### src/rtl/sram_mem_controller_pkg.sv
// Shared definitions for the 16-bit asynchronous SRAM controller behind the memory stage.
// Also read by the hazard unit for the freeze polarity of `ready`.
package sram_mem_controller_pkg;

    localparam int SRAM_DW = 16;

    // Level of `ready` at which the hazard unit freezes the pipeline.
    localparam logic READY_FREEZE = 1'b0;

    typedef enum logic [1:0] {
        IDLE,
        LOW,
        HIGH,
        DONE
    } ctrl_state_t;

    typedef enum logic {
        OP_READ,
        OP_WRITE
    } mem_op_t;

    function automatic logic [SRAM_DW-1:0] select_half(input logic [31:0] word, input logic half);
        return half ? word[31:16] : word[15:0];
    endfunction

endpackage

### src/rtl/sram_phase_timer.sv
// Counts the cycles of one SRAM phase and flags its last cycle.
// The count restarts on its own after the last cycle, so consecutive phases need no explicit clear.
module sram_phase_timer #(
    parameter int PHASE_CYCLES = 2
) (
    input  logic clk,
    input  logic rst,
    input  logic clear,
    input  logic enable,
    output logic last
);

    localparam logic [3:0] LAST_COUNT = 4'(PHASE_CYCLES - 1);

    logic [3:0] count;

    assign last = enable && (count == LAST_COUNT);

    always_ff @(posedge clk) begin
        if (!rst) begin
            count <= '0;
        end else if (clear || last) begin
            count <= '0;
        end else if (enable) begin
            count <= count + 4'd1;
        end
    end

endmodule

### src/rtl/sram_mem_controller.sv
// Splits each 32-bit load/store from the memory stage into two 16-bit SRAM phases (low half first),
// holding `ready` low so the pipeline freezes until the access completes.
module sram_mem_controller
    import sram_mem_controller_pkg::*;
#(
    parameter int SRAM_AW      = 18,
    parameter int PHASE_CYCLES = 2
) (
    input  logic               clk,
    input  logic               rst,
    input  logic               wr_en,
    input  logic               rd_en,
    input  logic [31:0]        address,
    input  logic [31:0]        write_data,
    output logic [31:0]        read_data,
    output logic               ready,
    output logic [SRAM_AW-1:0] sram_addr,
    output logic [SRAM_DW-1:0] sram_dq_out,
    input  logic [SRAM_DW-1:0] sram_dq_in,
    output logic               sram_dq_oe,
    output logic               sram_we_n,
    output logic               sram_oe_n
);

    ctrl_state_t        state_q;
    ctrl_state_t        state_d;
    mem_op_t            op_q;
    logic [SRAM_AW-2:0] word_q;
    logic [31:0]        data_q;
    logic               request;
    logic               in_phase;
    logic               half;
    logic               phase_last;
    logic               unused_address_bits;

    assign request  = rd_en || wr_en;
    assign in_phase = (state_q == LOW) || (state_q == HIGH);
    assign half     = (state_q == HIGH);

    // Byte offset and bits above the SRAM range are deliberately dropped: no alignment or range faults.
    assign unused_address_bits = ^{address[31:SRAM_AW+1], address[1:0]};

    sram_phase_timer #(
        .PHASE_CYCLES(PHASE_CYCLES)
    ) u_phase_timer (
        .clk   (clk),
        .rst   (rst),
        .clear (!in_phase),
        .enable(in_phase),
        .last  (phase_last)
    );

    always_ff @(posedge clk) begin
        if (!rst) begin
            state_q <= IDLE;
        end else begin
            state_q <= state_d;
        end
    end

    // The requester holds its inputs during the freeze, but only the captured copy is used afterwards.
    always_ff @(posedge clk) begin
        if (!rst) begin
            op_q   <= OP_READ;
            word_q <= '0;
            data_q <= '0;
        end else if ((state_q == IDLE) && request) begin
            op_q   <= wr_en ? OP_WRITE : OP_READ;
            word_q <= address[SRAM_AW:2];
            data_q <= write_data;
        end
    end

    always_ff @(posedge clk) begin
        if (!rst) begin
            read_data <= '0;
        end else if (in_phase && (op_q == OP_READ) && phase_last) begin
            if (half) begin
                read_data[31:16] <= sram_dq_in;
            end else begin
                read_data[15:0] <= sram_dq_in;
            end
        end
    end

    // The write strobe rises in the last cycle of each phase so address and data are held past it.
    always_comb begin
        state_d     = state_q;
        ready       = READY_FREEZE;
        sram_addr   = '0;
        sram_dq_out = '0;
        sram_dq_oe  = 1'b0;
        sram_we_n   = 1'b1;
        sram_oe_n   = 1'b1;

        if (in_phase) begin
            sram_addr = {word_q, half};
            if (op_q == OP_WRITE) begin
                sram_dq_oe  = 1'b1;
                sram_dq_out = select_half(data_q, half);
                sram_we_n   = phase_last;
            end else begin
                sram_oe_n = 1'b0;
            end
        end

        case (state_q)
            IDLE: begin
                ready = request ? READY_FREEZE : ~READY_FREEZE;
                if (request) begin
                    state_d = LOW;
                end
            end
            LOW: begin
                if (phase_last) begin
                    state_d = HIGH;
                end
            end
            HIGH: begin
                if (phase_last) begin
                    state_d = DONE;
                end
            end
            DONE: begin
                ready   = ~READY_FREEZE;
                state_d = IDLE;
            end
            default: begin
                state_d = IDLE;
            end
        endcase
    end

endmodule

### config.mk
export PLATFORM = sky130hd
export DESIGN_NAME = sram_mem_controller
export DESIGN_NICKNAME = d
export VERILOG_FILES = /design/src/rtl/sram_mem_controller_pkg.sv /design/src/rtl/sram_phase_timer.sv /design/src/rtl/sram_mem_controller.sv
export SDC_FILE = /design/constraint.sdc
export NUM_CORES = 1
export LEC_CHECK = 0
export CAP_MARGIN = 20
export CORE_UTILIZATION = 30
export CTS_CLUSTER_DIAMETER = 30
export DETAILED_ROUTE_END_ITERATION = 8
export SYNTH_ARGS = -nofsm -noshare
export SYNTH_HDL_FRONTEND = slang
export SYNTH_SLANG_ARGS = --single-unit
### constraint.sdc
create_clock -name clk -period 4.9 [get_ports clk]
set_clock_uncertainty 0.15 [all_clocks]
set_input_delay 0.98 -clock clk [delete_from_list [all_inputs] [get_ports clk]]
set_output_delay 0.98 -clock clk [all_outputs]
set_load 0.005 [all_outputs]
## Word-level counts from Yosys, hierarchy flattened

Cells that the tools add are included.

- Register bits after elaboration: 88
- Input bits: 84
- Output and inout bits: 70
- Logic and storage cells: 47

- $add $sub $neg: 1
- Equality and inequality tests: 7
- Mux-type cells: 16
- Bitwise gates (word level): 3
- Reductions and logical operators: 13

Operator list:

| operator | count |
|---|---|
| 2-to-1 mux 16 bit | 3 |
| 2-to-1 mux 18 bit | 1 |
| case mux 2 bit (4 select lines) | 1 |
| 2-to-1 mux 1 bit | 7 |
| 2-to-1 mux 2 bit | 3 |
| adder 4 x 1 -> 4 bit (second input constant) | 1 |
| == test 2 bit (second input constant) | 2 |
| == test 4 x 1 -> 1 bit (second input constant) | 1 |
| logical AND 1 bit | 4 |
| != test 2 bit (second input constant) | 2 |
| AND reduction 2 bit | 2 |
| logical OR 1 bit | 3 |
| inverter 1 bit | 3 |
| AND reduction 3 bit | 1 |
| == test 2 x 1 -> 1 bit (second input constant) | 1 |
| zero test 2 bit | 1 |
| != test 2 x 1 -> 1 bit (second input constant) | 1 |
| case mux 1 bit (2 select lines) | 1 |
| OR reduction 2 bit | 1 |
| zero test 1 bit | 1 |

## Longest topological paths before layout

Gate-level depths: netlist (run 1).

- Depth after elaboration: 5
- Gate-level depth with buffers: 7
- Gate-level depth less buffers: 5

## Hierarchy

Synthesis (run 1) repeated with hierarchy kept, for this count alone.

- Cell total of the unflattened synthesis: 442
- Area total of the unflattened synthesis: 3727.3 um2

Modules (own cells, without submodules):

| module | times used | cells each | area an instance (um2) | sequential area each (um2) |
|---|---|---|---|---|
| sram_mem_controller | 1 | 423 | 3518.4 | 1681.6 |
| sram_phase_timer | 1 | 19 | 209.0 | 80.1 |

## Least setup slack after synthesis (run 1)

No wires, ideal clock.

- Path kind: input to output
- Start: input port wr_en
- End: output port ready
- Arrival: 1542 ps
- Data required time: 3770 ps
- Setup slack: 2228 ps
- Stages: 3
- Path buffers: 0
- Cell sequence: nor3b_1 nor2_1 nor2_1

- Word-level cells in the longest chain between the ends: 3

Ends and longest elaborated chain:

| element | line | text |
|---|---|---|
| start, declared | sram_mem_controller.sv:11 | `input logic wr_en,` |
| logical OR 1 bit | sram_mem_controller.sv:36 | `assign request = rd_en \|\| wr_en;` |
| 2-to-1 mux 1 bit | sram_mem_controller.sv:109 | `ready = request ? READY_FREEZE : ~READY_FREEZE;` |
| case mux 1 bit (2 select lines) | sram_mem_controller.sv:107 | `case (state_q)` |
| end, declared | sram_mem_controller.sv:16 | `output logic ready,` |

Every way passes these cells.

## Worst setup path after layout (run 1)

Ends and elaborated chain as after synthesis.

==> results of run 1 <==
[flip-flops by register name (all words and copies together), names as in the netlist]
signal	cells
data_q	32
read_data	32
word_q	17
u_phase_timer.count	4
state_q	2
op_q	1
[power groups by stage]
| stage | registers (mW) | logic, mW | clock network, mW |
|---|---|---|---|
| 2_1_floorplan | 0.894 | 0.501 | 0 |
| 3_3_place_gp | 0.901 | 0.807 | 0 |
| 3_5_place_dp | 0.907 | 0.821 | 0 |
| 4_1_cts | 0.891 | 0.824 | 0.721 |
| 5_1_grt | 0.905 | 0.904 | 0.753 |
| 6_report | 0.890 | 0.809 | 0.697 |
[cell usage after synthesis, drive strengths merged]
master,count
nor3b,1
ha,7
o211a,1
buf,8
nor3,1
a2111o,1
nand2,153
or2,1
nand3,1
a21oi,1
nor2,23
or3,1
dfxtp,88
mux2i,48
o21ai,2
a211o,1
a21boi,50
o21a,1
nand4,1
xor2,2
or3b,1
nand2b,1
and2,17
or4bb,1
inv,5
clkbuf,21
[worst reg2reg max path, stage by stage, from the launching register on]
cell and delay, ns:
dfxtp_1 0.34, inv_1 0.11, ha_1 0.57, buf_4 0.35, inv_1 0.10, nor3_4 0.84
mux2i_1 0.29
[stage by stage]
step | worst slack (ns) | util [%]
floorplan | 2.23 | -
global route | 0.861 | 45.8
global placement | 1.08 | 43.3
detailed placement | 1.07 | 43.3
finish | 1.03 | 45.8
CTS | 1.06 | 45.8
[routing by layer]
metal  global-route usage, %  part of all wire [%]  vias up
li1                        -                     -     1668
met1                    18.1                    46     1512
met2                    25.5                    48       68
met3                    2.49                   3.7       10
met4                    6.75                   1.7        0
met5                       0                     0        -
[worst max path at each step]
stage | from | cells past startpoint | slack (ns) | to
6_report | wr_en | 5 | 1.03 | ready
3_3_place_gp | wr_en | 5 | 1.08 | ready
2_1_floorplan | wr_en | 3 | 2.23 | ready
4_1_cts | wr_en | 5 | 1.06 | ready
5_1_grt | wr_en | 5 | 0.86 | ready
3_5_place_dp | wr_en | 5 | 1.07 | ready
[kinds of logic after synthesis]
| family | count (synthesis) | synth area share (%) |
|---|---|---|
| AOI/OAI and AO/OA | 57 | 11.3 |
| xor gates and xnor gates | 2 | 0.463 |
| adders and majority gates | 7 | 2.31 |
| buffers and inverters | 34 | 4.33 |
| DFF | 88 | 46.5 |
| muxes | 48 | 12.7 |
| and+or+nand+nor | 202 | 22.3 |
[area by class of cell]
cell class / count / area (um^2)
Timing Repair Buffer: 142 / 1410
Clock buffer: 11 / 253
Inverter: 5 / 18.8
Tap cell: 168 / 210
Multi-Input combinational cell: 316 / 1870
Clock inverter: 5 / 53.8
Fill cell: 1203 / 6590
Sequential cell: 88 / 1760
==> results.cfg, run 1 <==
[outcome]
outcome = completed

[clocking]
path_clk_slew_ns = 0.06
cts_resized = 0
postCtsHoldBufs = 0
insertion_delay_ns = 0.33
cts_num_sinks = 88
clockBufferDepth = 2
ctsHtreeMaxLevel = 3
numCtsBuffers = 9
cts_root_buf = clkbuf_16
cts_setup_buffers = 0
cts_tree = yes

[finish]
final_cell_mix = nand2_1, clkdlybuf4s50_1, dfxtp_1
final_cells = 735
layout-drive-gt1-share_pct = 4.94
layout.nets = 653
n_antenna_cell = 0
final_common_cell = nand2_1
final_cell_area_um2 = 5580
syn_to_final_growth_pct = 47.3

[placed_design]
port_buffers = 138
placed_area_um2 = 5270
place.gp.congestion = 0.753
dp_cells = 719
dp.final_hpwl_mm = 6.62

[yosys]
synth_area_per_cell_um2 = 8.64
yosysWarnings = 0
synth.distinct_cells = 30
synthesis.nets = 529
synthCells = 438
synth_area_um2 = 3780
synth_top_area_cell = dfxtp_1
seq_area_frac_synth_pct = 46.5
synth_area_leaders = dfxtp_1, nand2_1, mux2i_1, a21boi_0, and2_1
synth-seq-cells = 88
netlist.area_leader.share_pct = 46.5

[pwr]
ir_drop_mv = 0.201
p_comb_share_pct = 33.8
power.total_mw = 2.40
clockPowerShare_pct = 29.1
swShare_pct = 32.4
pwr-share-seq_pct = 37.2
leakage_nw = 2.14
power_density_nw_per_um2 = 430
p_int_mw = 1.62
p_sw_uw = 777

[worst_setup_path]
cp_slowest_cell = nor3b_1
path_buf_inv = 2
rr_endpoint = read_data[19]
r2r_slack_ns = 2.07
cp_slowest_stage_delay_ns = 0.54
crit_required_ns = 3.77
cpLargestDelayFamily = buffers and inverters
crit_chain = clkdlybuf4s50_1 > nor3b_1 > nor2_1 > nor2_1 > clkdlybuf4s50_1
critPathCaptureType = primary output
crit_arrival_ns = 2.74
worstPathMaxFanout = 5
r2r-start = state_q[0]
worstSetupPathType = input pin to primary output
reg2regPathDepth = 6
critPathLaunchType = input pin

[die]
core-area_um2 = 12200
io_pins = 154
die_y_um = 114
die_x_um = 114
fp-row-count = 40
start_util_pct = 31.1
die_area_um2 = 13100

[job]
max-cap-violations = 0

[sta]
rsz0062_at_grt = no
min_period_over_period_pct = 78.9
tns_ns = 0
hold_viol_final = 0
setup_viol = 0
drv_slew = 0
tightest_slew_ns = 1.01
slew_headroom_pct = 32.7
fmax_mhz = 259
finalCriticalPeriod_ns = 3.87
fin_hold_ws_ns = 0.307

[grt]
grt_start_max_net_pins = 60
antenna_found_initial = 0
grt_pass1_wl_mm = 15.4
grt_pass1_vias = 3231
grt.overflow.total = 0
grt_usage_pct = 14.8

[detailed_routing]
drt_iter0_drc = 66
post_drt_wl_per_cell_um = 12.9
vias = 3258
drc = 0
antenna_left = 0
firstDrtPassIters = 4
wl_mm = 9.51
viasPerCell = 4.43

[worst_hold_path]
min_from = read_data[4]
hold_depth = 2
hp-class = register to register
hold_end = read_data[4]
(Power assumes the default switching activity.)
==> run 2, diff against run 1 <==
==> constraint.sdc (replaced) <==
create_clock -name clk -period 3.9 [get_ports clk]
set_clock_uncertainty 0.15 [all_clocks]
set_input_delay 0.78 -clock clk [delete_from_list [all_inputs] [get_ports clk]]
set_output_delay 0.78 -clock clk [all_outputs]
set_load 0.005 [all_outputs]
==> run 2 against run 1 <==
Against the previous run:
- combinational power rose by 27%
- critical path depth rose by 1
- sequential share of layout area fell by 0.071 points
==> results.cfg, run 2 (synthesis gave the netlist of run 1 again) <==
[worst_setup_path]
cp_slowest_stage_delay_ns = 0.65
worstSetupPathType = register to primary output
cp_slowest_cell = ha_1
rr_endpoint = read_data[22]
worstSetupEndpoint = sram_dq_out[14]
worstPathMaxFanout = 14
path_buf_inv = 3
r2r-start = state_q[0]
crit_arrival_ns = 2.51
cpLargestDelayFamily = buffers and inverters
crit_required_ns = 2.97
critPathLaunchType = register
reg2regPathDepth = 5
critPathCaptureType = primary output
cp-startpoint = state_q[0]
r2r_slack_ns = 1.24
crit_chain = inv_1 > ha_1 > buf_4 > mux2i_1 > nor2_1 > clkdlybuf4s50_1
cp.depth = 6

[sta]
rsz0062_at_grt = no
drv_slew = 0
fin_hold_ws_ns = 0.309
fmax_mhz = 290
finalCriticalPeriod_ns = 3.44
tightest_slew_ns = 1.01
min_period_over_period_pct = 88.3
tns_ns = 0
slew_headroom_pct = 32.7
setup_viol = 0
hold_viol_final = 0
setup_ws_ns = 0.456

[clocking]
cts_setup_buffers = 0
cts_root_buf = clkbuf_16
clockBufferDepth = 2
cts_resized = 0
cts_num_sinks = 88
numCtsBuffers = 9
insertion_delay_ns = 0.33
postCtsHoldBufs = 0
cts_tree = yes
path_clk_slew_ns = 0.06
ctsHtreeMaxLevel = 3

[grt]
grt_usage_pct = 15.0
grt_pass1_wl_mm = 15.4
antenna_found_initial = 0
grt_start_max_net_pins = 50
grt_pass1_vias = 3181
grt.overflow.total = 0

[finish]
n_antenna_cell = 0
syn_to_final_growth_pct = 47.6
n_fill_cell = 1197
final_util_pct = 45.9
layout-drive-gt1-share_pct = 5.27
multi_input_area_um2 = 1870
top_regs = data_q (32), read_data (32), word_q (17)
final_cell_mix = nand2_1, clkdlybuf4s50_1, dfxtp_1
final-seq-area_um2 = 1760
layout.nets = 655
final_common_cell = nand2_1

[placed_design]
dp.final_hpwl_mm = 6.91
pre_cts_ws_ns = 0.644
place.gp.congestion = 0.755
port_buffers = 138

[pwr]
ir_drop_mv = 0.230
power_density_nw_per_um2 = 533
leakage_nw = 2.14

[detailed_routing]
drc = 0
post_drt_wl_per_cell_um = 13.0
wl_mm = 9.61
viasPerCell = 4.44
drt_iter0_drc = 107
antenna_left = 0
vias = 3271
firstDrtPassIters = 4

[die]
start_util_pct = 31.1
io_pins = 154
die_area_um2 = 13100
die_y_um = 114
die_x_um = 114
fp-row-count = 40
core-area_um2 = 12200

[worst_hold_path]
hp-class = register to register

[job]
max-cap-violations = 0

[outcome]
outcome = completed
-- run 2: worst reg2reg max path: stages (launching register included) --
cell and delay, ns:
dfxtp_1 0.35, inv_1 0.11, ha_1 0.65, inv_1 0.17, nor3_4 0.87, mux2i_1 0.29
-- run 2: per-layer routing --
layer,up-vias,global-route usage (%),wire length [um]
met5,-,0,0
met1,1510,18.2,4220
met2,76,25.6,4820
met4,0,7.36,202
li1,1673,-,-
met3,12,2.86,358
-- run 2: layout make-up --
| type | count | share of cell area, % |
|---|---|---|
| multi-input combinational | 316 | 33.5 |
| sequential | 88 | 31.5 |
| timing repair buffer | 144 | 25.7 |
| clock buffer | 11 | 4.52 |
| tap | 168 | 3.76 |
| clock inverter | 5 | 0.694 |
| inverter | 5 | 0.336 |
-- run 2: worst min-delay path by stage --
| stage | to | startpoint | slack (ns) | cells after the start |
|---|---|---|---|---|
| 2_1_floorplan | u_phase_timer.count[0] | u_phase_timer.count[0] | 0.28 | 1 |
| 3_3_place_gp | read_data[30] | read_data[30] | 0.29 | 2 |
| 3_5_place_dp | read_data[5] | read_data[5] | 0.30 | 2 |
| 4_1_cts | read_data[3] | read_data[3] | 0.31 | 2 |
| 5_1_grt | read_data[1] | read_data[1] | 0.33 | 2 |
| 6_report | read_data[15] | read_data[15] | 0.31 | 2 |
-- run 2: power breakdown --
group | internal (mW) | total, mW | switching [mW] | leakage (nW)
registers | 1.04 | 1.12 | 0.0741 | 0.719
logic | 0.476 | 1.03 | 0.550 | 1.28
clock network | 0.471 | 0.834 | 0.363 | 0.143
total | 1.99 | 2.98 | 0.987 | 2.14
-- run 2: through the flow --
stage	cell area (um^2)	power, mW	cells
final	5590	2.98	737
after global routing	5590	3.19	737
after CTS	5590	3.04	737
after detailed placement	5300	2.19	721
after global placement	5300	2.16	721
after floorplan	3780	1.75	438
